## config.mk

```make
export PLATFORM = sky130hd
export DESIGN_NAME = prog_sequencer
export DESIGN_NICKNAME = d
export VERILOG_FILES = /design/src/rtl/prog_sequencer.sv
export SDC_FILE = /design/constraint.sdc
export NUM_CORES = 1
export LEC_CHECK = 0
export ABC_AREA = 1
export BUFFER_PORTS_ARGS = -buffer_cell sky130_fd_sc_hd__buf_4
export CORE_ASPECT_RATIO = 1.4
export CORE_MARGIN = 4
export CORE_UTILIZATION = 46
export CTS_BUF_LIST = sky130_fd_sc_hd__clkbuf_8 sky130_fd_sc_hd__clkbuf_16
export CTS_CLUSTER_SIZE = 40
export DETAILED_ROUTE_END_ITERATION = 8
export PLACE_DENSITY = 0.68
export SYNTH_ARGS = -nofsm -noshare
export SYNTH_HDL_FRONTEND = slang
export SYNTH_SLANG_ARGS = --single-unit
```

## constraint.sdc

```tcl
create_clock -name Clk -period 2 [get_ports Clk]
set_input_delay 0.1 -clock Clk [delete_from_list [all_inputs] [get_ports Clk]]
set_output_delay 0.1 -clock Clk [all_outputs]
set_load 0.005 [all_outputs]
```

## src/rtl/prog_sequencer.sv

```systemverilog
`timescale 1ns/1ps
// Run controller for the 9-bit core: pulses Start with a program base address,
// waits for halt/timeout/abort, and reports status over a four-phase Req/Done handshake.
//
// state | meaning
// IDLE  | waiting for Req; Status/CycleCount from the last run are held
// START | CoreStart high for START_CYC cycles; CoreAck ignored
// RUN   | counting cycles until halt, abort or watchdog expiry
// DONE  | Done high until the host drops Req
module prog_sequencer #(
  parameter int            CW        = 16,
  parameter logic [CW-1:0] TMO       = 16'hFFFF,
  parameter int            START_CYC = 2
) (
  input  logic          Clk,
  input  logic          Reset,
  input  logic          Req,
  input  logic [1:0]    ProgSel,
  input  logic          Abort,
  input  logic          CoreAck,
  output logic          CoreStart,
  output logic [9:0]    StartAddr,
  output logic          Busy,
  output logic          Done,
  output logic [1:0]    Status,
  output logic [CW-1:0] CycleCount,
  output logic [7:0]    RunCount
);

  typedef enum logic [1:0] {
    IDLE  = 2'd0,
    START = 2'd1,
    RUN   = 2'd2,
    DONE  = 2'd3
  } state_t;

  localparam logic [1:0] ST_NONE  = 2'b00;
  localparam logic [1:0] ST_OK    = 2'b01;
  localparam logic [1:0] ST_TMO   = 2'b10;
  localparam logic [1:0] ST_ABORT = 2'b11;

  // Start pulse timer counts down to zero; loaded with START_CYC-1 on entry.
  localparam logic [3:0] START_LOAD = 4'(START_CYC - 1);

  state_t        state;
  logic [1:0]    selReg;
  logic [3:0]    startCnt;
  logic [CW-1:0] cycleNext;

  assign cycleNext = CycleCount + {{(CW-1){1'b0}}, 1'b1};
  assign StartAddr = {selReg, 8'h00};

  always_ff @(posedge Clk) begin
    if (Reset) begin
      state      <= IDLE;
      selReg     <= 2'b00;
      startCnt   <= 4'd0;
      CoreStart  <= 1'b0;
      Busy       <= 1'b0;
      Done       <= 1'b0;
      Status     <= ST_NONE;
      CycleCount <= '0;
      RunCount   <= 8'd0;
    end else begin
      case (state)
        IDLE: begin
          if (Req) begin
            state      <= START;
            selReg     <= ProgSel;
            startCnt   <= START_LOAD;
            CycleCount <= '0;
            Status     <= ST_NONE;
            CoreStart  <= 1'b1;
            Busy       <= 1'b1;
          end
        end
        START: begin
          if (Abort) begin
            state     <= DONE;
            CoreStart <= 1'b0;
            Busy      <= 1'b0;
            Done      <= 1'b1;
            Status    <= ST_ABORT;
            RunCount  <= RunCount + 8'd1;
          end else if (startCnt == 4'd0) begin
            state     <= RUN;
            CoreStart <= 1'b0;
          end else begin
            startCnt <= startCnt - 4'd1;
          end
        end
        RUN: begin
          if (Abort) begin
            state    <= DONE;
            Busy     <= 1'b0;
            Done     <= 1'b1;
            Status   <= ST_ABORT;
            RunCount <= RunCount + 8'd1;
          end else if (CoreAck) begin
            state    <= DONE;
            Busy     <= 1'b0;
            Done     <= 1'b1;
            Status   <= ST_OK;
            RunCount <= RunCount + 8'd1;
          end else begin
            // Watchdog compares the incremented value, so the count stops exactly at TMO.
            CycleCount <= cycleNext;
            if (cycleNext == TMO) begin
              state    <= DONE;
              Busy     <= 1'b0;
              Done     <= 1'b1;
              Status   <= ST_TMO;
              RunCount <= RunCount + 8'd1;
            end
          end
        end
        DONE: begin
          if (!Req) begin
            state <= IDLE;
            Done  <= 1'b0;
          end
        end
        default: state <= IDLE;
      endcase
    end
  end

endmodule

```

==> impl_metrics.yaml, run 1 <==
outcome:
  status: "finished, final reports clean"
layout:
  final_util: 0.602
  layout.cells.non_filler: 466
  diodes: 0
  nets: 417
  drive_gt1_frac: 0.266
  area_delta_synth_final_pct: 25.7
worst_setup_path:
  critical_path.max_stage_delay_ns: 0.37
  worstPathArrival_ns: 2.13
  setup.worst_path.end: "state[1]"
  endpoint_kind: "flip-flop"
  regToRegEndpoint: "state[1]"
  start_kind: "flip-flop"
  r2r_start: "CycleCount[1]"
  crit_fanout: 8
  crit_chain: "buf_6, nand2_4, nor2_4, nand2_1, nand2_1, nand2_1, nor2_1, nand2_1, nor2_2, nand3_2, nand2_4, buf_12, nand2_1, nand2_1, a21oi_1"
  reg2regPathDepth: 15
  cp.depth: 15
  critPathLaunch: "CycleCount[1]"
  worst_path_max_delay_cell: "dfxtp_2"
  critPathBufInv: 2
  rrSetupSlack_ns: 0.03
  required_ns: 2.17
  crit_family: "simple AND/OR/NAND/NOR gates"
  criticalPathCategory: "flip-flop to flip-flop"
  crit_top_cell: "nand2_1"
place:
  place_congestion: 0.870
  hpwl_um: 4280
  place.port_buffers: 37
  dp_slack_ns: 0.0127
  dp_cells: 455
clock_network:
  cts_buffers: 5
  cts.clk_slew.worst_paths_ns: 0.07
  h-tree-depth: 2
  cts_buffer_depth: 2
  clock-sinks: 37
  cts_tree: "yes"
  cts-root-buf: "clkbuf_8"
  insertion_delay_ns: 0.29
  ctsHoldBuffers: 0
synth:
  syn_inst: 348
  synth_edf_count: 0
  syn-cell-area_sq_mm: 0.00234
  synth_flop_cell: "dfxtp_1"
  avgSynthCellArea_sq_um: 6.71
  async_reset_ff_frac: 0
  ys_ff_latch: 37
  ys_warn_count: 0
  ys_seq_area_frac: 0.317
  synth_cell_types: 32
route:
  finalWirelength_um: 5690
  via_count: 2341
  viasPerCell: 5.02
  wl_per_cell_um: 12.2
  ant_nets: 0
  drt-initial-drc-count: 168
  dr.pass1.iters: 4
  drc: 0
timing:
  slew_viol_final: 0
  finalSetupTns_ns: 0
  period_share: 0.983
  hold_viol_final: 0
  fmax_ghz: 0.509
  final-setup-viol-count: 0
  period_needed_ns: 1.97
  setup_ws_ns: 0.0341
  skew_ns: 0.00605
  grt_setup_unrepaired: "true"
floorplan:
  rows: 30
  io_pins: 46
  die_area_sq_mm: 0.00630
  die_w_um: 68.2
  die_y_um: 92.3
  initial_utilization: 0.479
  fp.coreArea_sq_mm: 0.00488
power:
  p_sw_frac: 0.406
  p_leak_nw: 1.26
  powerDensity_mw_per_mm2: 1050
  p_int_mw: 1.83
  switching_power_mw: 1.25
  p_clk_frac: 0.188
  irDropWorstVdd_mv: 0.627
  power.total_mw: 3.08
  pwr-share-comb: 0.484
  pwr-share-seq: 0.328
global_routing:
  grt_usage: 0.195
  grt.overflow.total: 0
  grt_pass1_wl_um: 9580
  grt_pass1_vias: 2212
  antenna_found_initial: 0
  grt_max_degree: 29
job:
  maxCapViolations: 0
min_path:
  worstHoldPathType: "input pin to flip-flop"
## final cells by class
cell class,count,area (sq um)
fillers,494,1940
multi-input cells,262,1420
flip-flops and latches,37,752
repair buffers,54,425
inverters,41,156
clock buffers,7,96.3
well taps,64,80.1
clock inverters,1,5.00
## registers in the layout, summed over array words and instances, names as in the netlist
register    count
CycleCount     16
RunCount        8
startCnt        4
Status          2
selReg          2
state           2
Busy            1
CoreStart       1
Done            1
## cell usage after synthesis, types with 3 or more instances
library cell | n | area, sq um
nand3_1 | 31 | 155
a211oi_1 | 4 | 30.0
ha_1 | 9 | 113
dfxtp_1 | 37 | 741
xor2_1 | 5 | 43.8
nor3_1 | 3 | 15.0
nand2_1 | 93 | 349
inv_1 | 39 | 146
nor2_2 | 4 | 25.0
o21ai_0 | 9 | 45.0
nor2_1 | 33 | 124
nand4_1 | 10 | 62.6
clkbuf_1 | 3 | 11.3
nor2_4 | 3 | 33.8
a21oi_1 | 29 | 145
nand2_2 | 3 | 18.8
buf_4 | 8 | 60.1
xnor2_1 | 4 | 35.0
## power by group through the flow
stage,Sequential [mW],Combinational (mW),Clock [mW]
floorplan,1.00,0.907,0
global placement,1.00,1.39,0
detailed placement,1.01,1.42,0
CTS,0.992,1.43,0.594
global route,1.03,1.70,0.623
finish,1.01,1.49,0.577
## worst min path at each step
| stage | to | from | cells after the start | slack (ns) |
|---|---|---|---|---|
| floorplan | selReg[0] | ProgSel[0] | 2 | 0.26 |
| global placement | selReg[1] | ProgSel[1] | 3 | 0.35 |
| detailed placement | selReg[1] | ProgSel[1] | 3 | 0.37 |
| CTS | selReg[1] | ProgSel[1] | 3 | 0.06 |
| global route | selReg[1] | ProgSel[1] | 3 | 0.08 |
| finish | selReg[1] | ProgSel[1] | 3 | 0.07 |
## worst reg2reg max path: stages (launching register included)
cell and delay (ns):
dfxtp_2 0.37, buf_6 0.12, nand2_4 0.05, nor2_4 0.22, nand2_1 0.08, nand2_1 0.08, nand2_1 0.06, nor2_1 0.14
nand2_1 0.08, nor2_2 0.09, nand3_2 0.09, nand2_4 0.11, buf_12 0.12, nand2_1 0.08, nand2_1 0.10, a21oi_1 0.06
## cell families after synthesis
logic type | share of synthesized area
other | 0.00161
flip-flops | 0.317
adder cells (fa/ha/maj) | 0.0482
AND/OR/NAND/NOR | 0.362
XOR/XNOR | 0.0337
AO/OA/AOI/OAI | 0.119
buffers and inverters | 0.119
## routing by layer
metal	routed length, um	global-route usage	vias up
met5	0	0	-
met1	2330	0.218	1070
met3	202	0.0316	11
met4	136	0.0796	0
li1	-	-	1213
met2	3030	0.350	47
## per-stage QoR
| step | cell area, sq um | hold slack [ns] |
|---|---|---|
| global route | 2940 | 0.0797 |
| detailed placement | 2710 | 0.369 |
| finish | 2940 | 0.0671 |
| CTS | 2820 | 0.0562 |
| global placement | 2710 | 0.352 |
| floorplan | 2360 | 0.264 |
## layout by cell type (no fill, tap or decap), drive strengths merged, types with 3 or more instances in the layout
cell / Yosys / final
nand2: 98 / 98
buf: 10 / 54
inv: 39 / 40
nor2: 40 / 40
dfxtp: 37 / 37
nand3: 33 / 33
a21oi: 29 / 29
nand4: 10 / 10
o21ai: 10 / 10
ha: 9 / 9
conb: 1 / 8
clkbuf: 5 / 7
xor2: 5 / 5
xnor2: 4 / 4
a211oi: 4 / 4
nor3: 3 / 3
o21bai: 3 / 3
## what timing repair did
| action | 4_1_cts | 5_1_grt |
|---|---|---|
| pin swaps | 0 | 17 |
| gates resized for setup | 1 | 33 |
| cloned | 0 | 0 |
| buffers inserted | 0 | 3 |
| endpoints found under the setup margin | 2 | 29 |
Note: power is estimated with default switching activity, not from simulation.
==> inputs of run 2 (changes only) <==
--- a/config.mk
+++ b/config.mk
@@ -7,13 +7,14 @@
 export LEC_CHECK = 0
 export ABC_AREA = 1
 export BUFFER_PORTS_ARGS = -buffer_cell sky130_fd_sc_hd__buf_4
-export CORE_ASPECT_RATIO = 1.4
+export CORE_ASPECT_RATIO = 1.5
 export CORE_MARGIN = 4
 export CORE_UTILIZATION = 46
 export CTS_BUF_LIST = sky130_fd_sc_hd__clkbuf_8 sky130_fd_sc_hd__clkbuf_16
 export CTS_CLUSTER_SIZE = 40
 export DETAILED_ROUTE_END_ITERATION = 8
 export PLACE_DENSITY = 0.68
+export REMOVE_ABC_BUFFERS = 1
 export SYNTH_ARGS = -nofsm -noshare
 export SYNTH_HDL_FRONTEND = slang
 export SYNTH_SLANG_ARGS = --single-unit
==> impl_metrics.yaml, run 2 (synthesis gave the netlist of run 1 again) <==
outcome:
  status: "finished, final reports clean"
layout:
  diodes: 0
  multi_input_area_sq_mm: 0.00151
  top_regs: "CycleCount (16), RunCount (8), startCnt (4)"
  fillers: 473
  layout_commonest_cell: "nand2_1"
  seqCellArea_sq_um: 758
  drive_gt1_frac: 0.304
  final_cell_mix: "nand2_1, buf_4, inv_1"
  nets: 426
  fin_area_sq_mm: 0.00314
  largest_register: "CycleCount"
  area_delta_synth_final_pct: 34.3
  largest_reg_flops: 16
worst_setup_path:
  start_kind: "flip-flop"
  crit_top_cell: "nand2_1"
  worstPathArrival_ns: 2.15
  crit_chain: "ha_4, nand3_4, o21bai_4, nand2_1, nor2_1, nand2_1, nor2_2, nand3_2, nand2_4, buf_12, nand4_1, nand2_1, nor2_1"
  endpoint_kind: "flip-flop"
  required_ns: 2.19
  criticalPathCategory: "flip-flop to flip-flop"
  crit_fanout: 8
  worst_path_max_delay_cell: "dfxtp_2"
  rrSetupSlack_ns: 0.04
  critical_path.max_stage_delay_ns: 0.37
timing:
  period_needed_ns: 1.96
  slew_viol_final: 0
  final-setup-viol-count: 0
  hold_viol_final: 0
  fmax_ghz: 0.509
  whs_ns: 0.0615
  skew_ns: 0.0120
  grt_setup_unrepaired: "true"
  period_share: 0.982
clock_network:
  cts_buffers: 5
  clock-sinks: 37
  cts_buffer_depth: 2
  h-tree-depth: 2
  cts_tree: "yes"
  cts-root-buf: "clkbuf_8"
  cts.clk_slew.worst_paths_ns: 0.08
  insertion_delay_ns: 0.30
  ctsHoldBuffers: 0
route:
  viasPerCell: 5.09
  finalWirelength_um: 6230
  via_count: 2428
  wl_per_cell_um: 13.1
  drc: 0
  drt-initial-drc-count: 118
  dr.pass1.iters: 7
  ant_nets: 0
place:
  place_congestion: 0.877
  postPlaceCellArea_sq_mm: 0.00272
  place.port_buffers: 37
  hpwl_um: 4420
floorplan:
  die_w_um: 66.2
  initial_utilization: 0.478
  rows: 31
  io_pins: 46
  die_y_um: 95.3
  fp.coreArea_sq_mm: 0.00489
  die_area_sq_mm: 0.00631
global_routing:
  grt.overflow.total: 0
  antenna_found_initial: 0
  grt_pass1_wl_um: 10100
  grt_pass1_vias: 2322
  grt_max_degree: 28
  grt_usage: 0.208
power:
  powerDensity_mw_per_mm2: 1030
  switching_power_mw: 1.30
  pwr-share-seq: 0.316
  irDropWorstVdd_mv: 0.709
  pwr-share-comb: 0.475
  p_int_mw: 1.93
  p_clk_frac: 0.209
  p_leak_nw: 1.32
  p_sw_frac: 0.402
min_path:
  worstHoldPathType: "input pin to flip-flop"
job:
  maxCapViolations: 0
## run 2: layout make-up
| class | instances | area share |
|---|---|---|
| clock buffer | 6 | 0.0263 |
| clock inverter | 2 | 0.0108 |
| inverter | 41 | 0.0507 |
| multi-input combinational | 262 | 0.482 |
| sequential | 37 | 0.242 |
| tap | 66 | 0.0263 |
| timing repair buffer | 63 | 0.162 |
## run 2: final timing paths
path / cells past startpoint / startpoint / end
worst max-delay path: 13 / CycleCount[1] / Status[0]
worst min-delay path: 3 / ProgSel[0] / selReg[0]
worst max register to register: 13 / CycleCount[1] / Status[0]
worst min register to register: 2 / CoreStart / CoreStart
## run 2: repair_timing
item | in CTS | in global routing
pin swaps | 2 | 21
buffers inserted | 5 | 6
gates resized for setup | 7 | 49
endpoints found under the setup margin | 9 | 30
## run 2: power by group through the flow
| stage | Clock, mW | Combinational (mW) | Sequential [mW] |
|---|---|---|---|
| after global routing | 0.729 | 1.74 | 1.05 |
| after CTS | 0.696 | 1.41 | 0.995 |
| after floorplan | 0 | 0.861 | 1.00 |
| after detailed placement | 0 | 1.39 | 1.01 |
| final | 0.675 | 1.53 | 1.02 |
| after global placement | 0 | 1.37 | 1.00 |
## run 2: critical path, delay by kind of cell, from the launching register on
kind	cells	cell delay (ns)
flops	1	0.37
buf+inv	1	0.12
simple gates	10	1.02
compound gates	1	0.16
fa+ha+maj	1	0.19
## run 2: stage by stage
step | cells | setup TNS (ns) | total power [mW] | util | setup WS, ns
after floorplan | 340 | 0 | 1.86 | - | 0.0874
after global placement | 458 | 0 | 2.37 | 0.557 | 0.0102
after detailed placement | 458 | -0.193 | 2.40 | 0.557 | -0.0463
after CTS | 471 | 0 | 3.11 | 0.593 | 0.00316
after global routing | 477 | -0.713 | 3.51 | 0.642 | -0.116
final | 477 | 0 | 3.23 | 0.642 | 0.0355
## run 2: per-layer routing
layer,wire (um),GRT usage,up-vias
li1,-,-,1232
met1,2330,0.210,1114
met2,3360,0.381,60
met3,239,0.0413,22
met4,310,0.129,0
met5,0,0,-
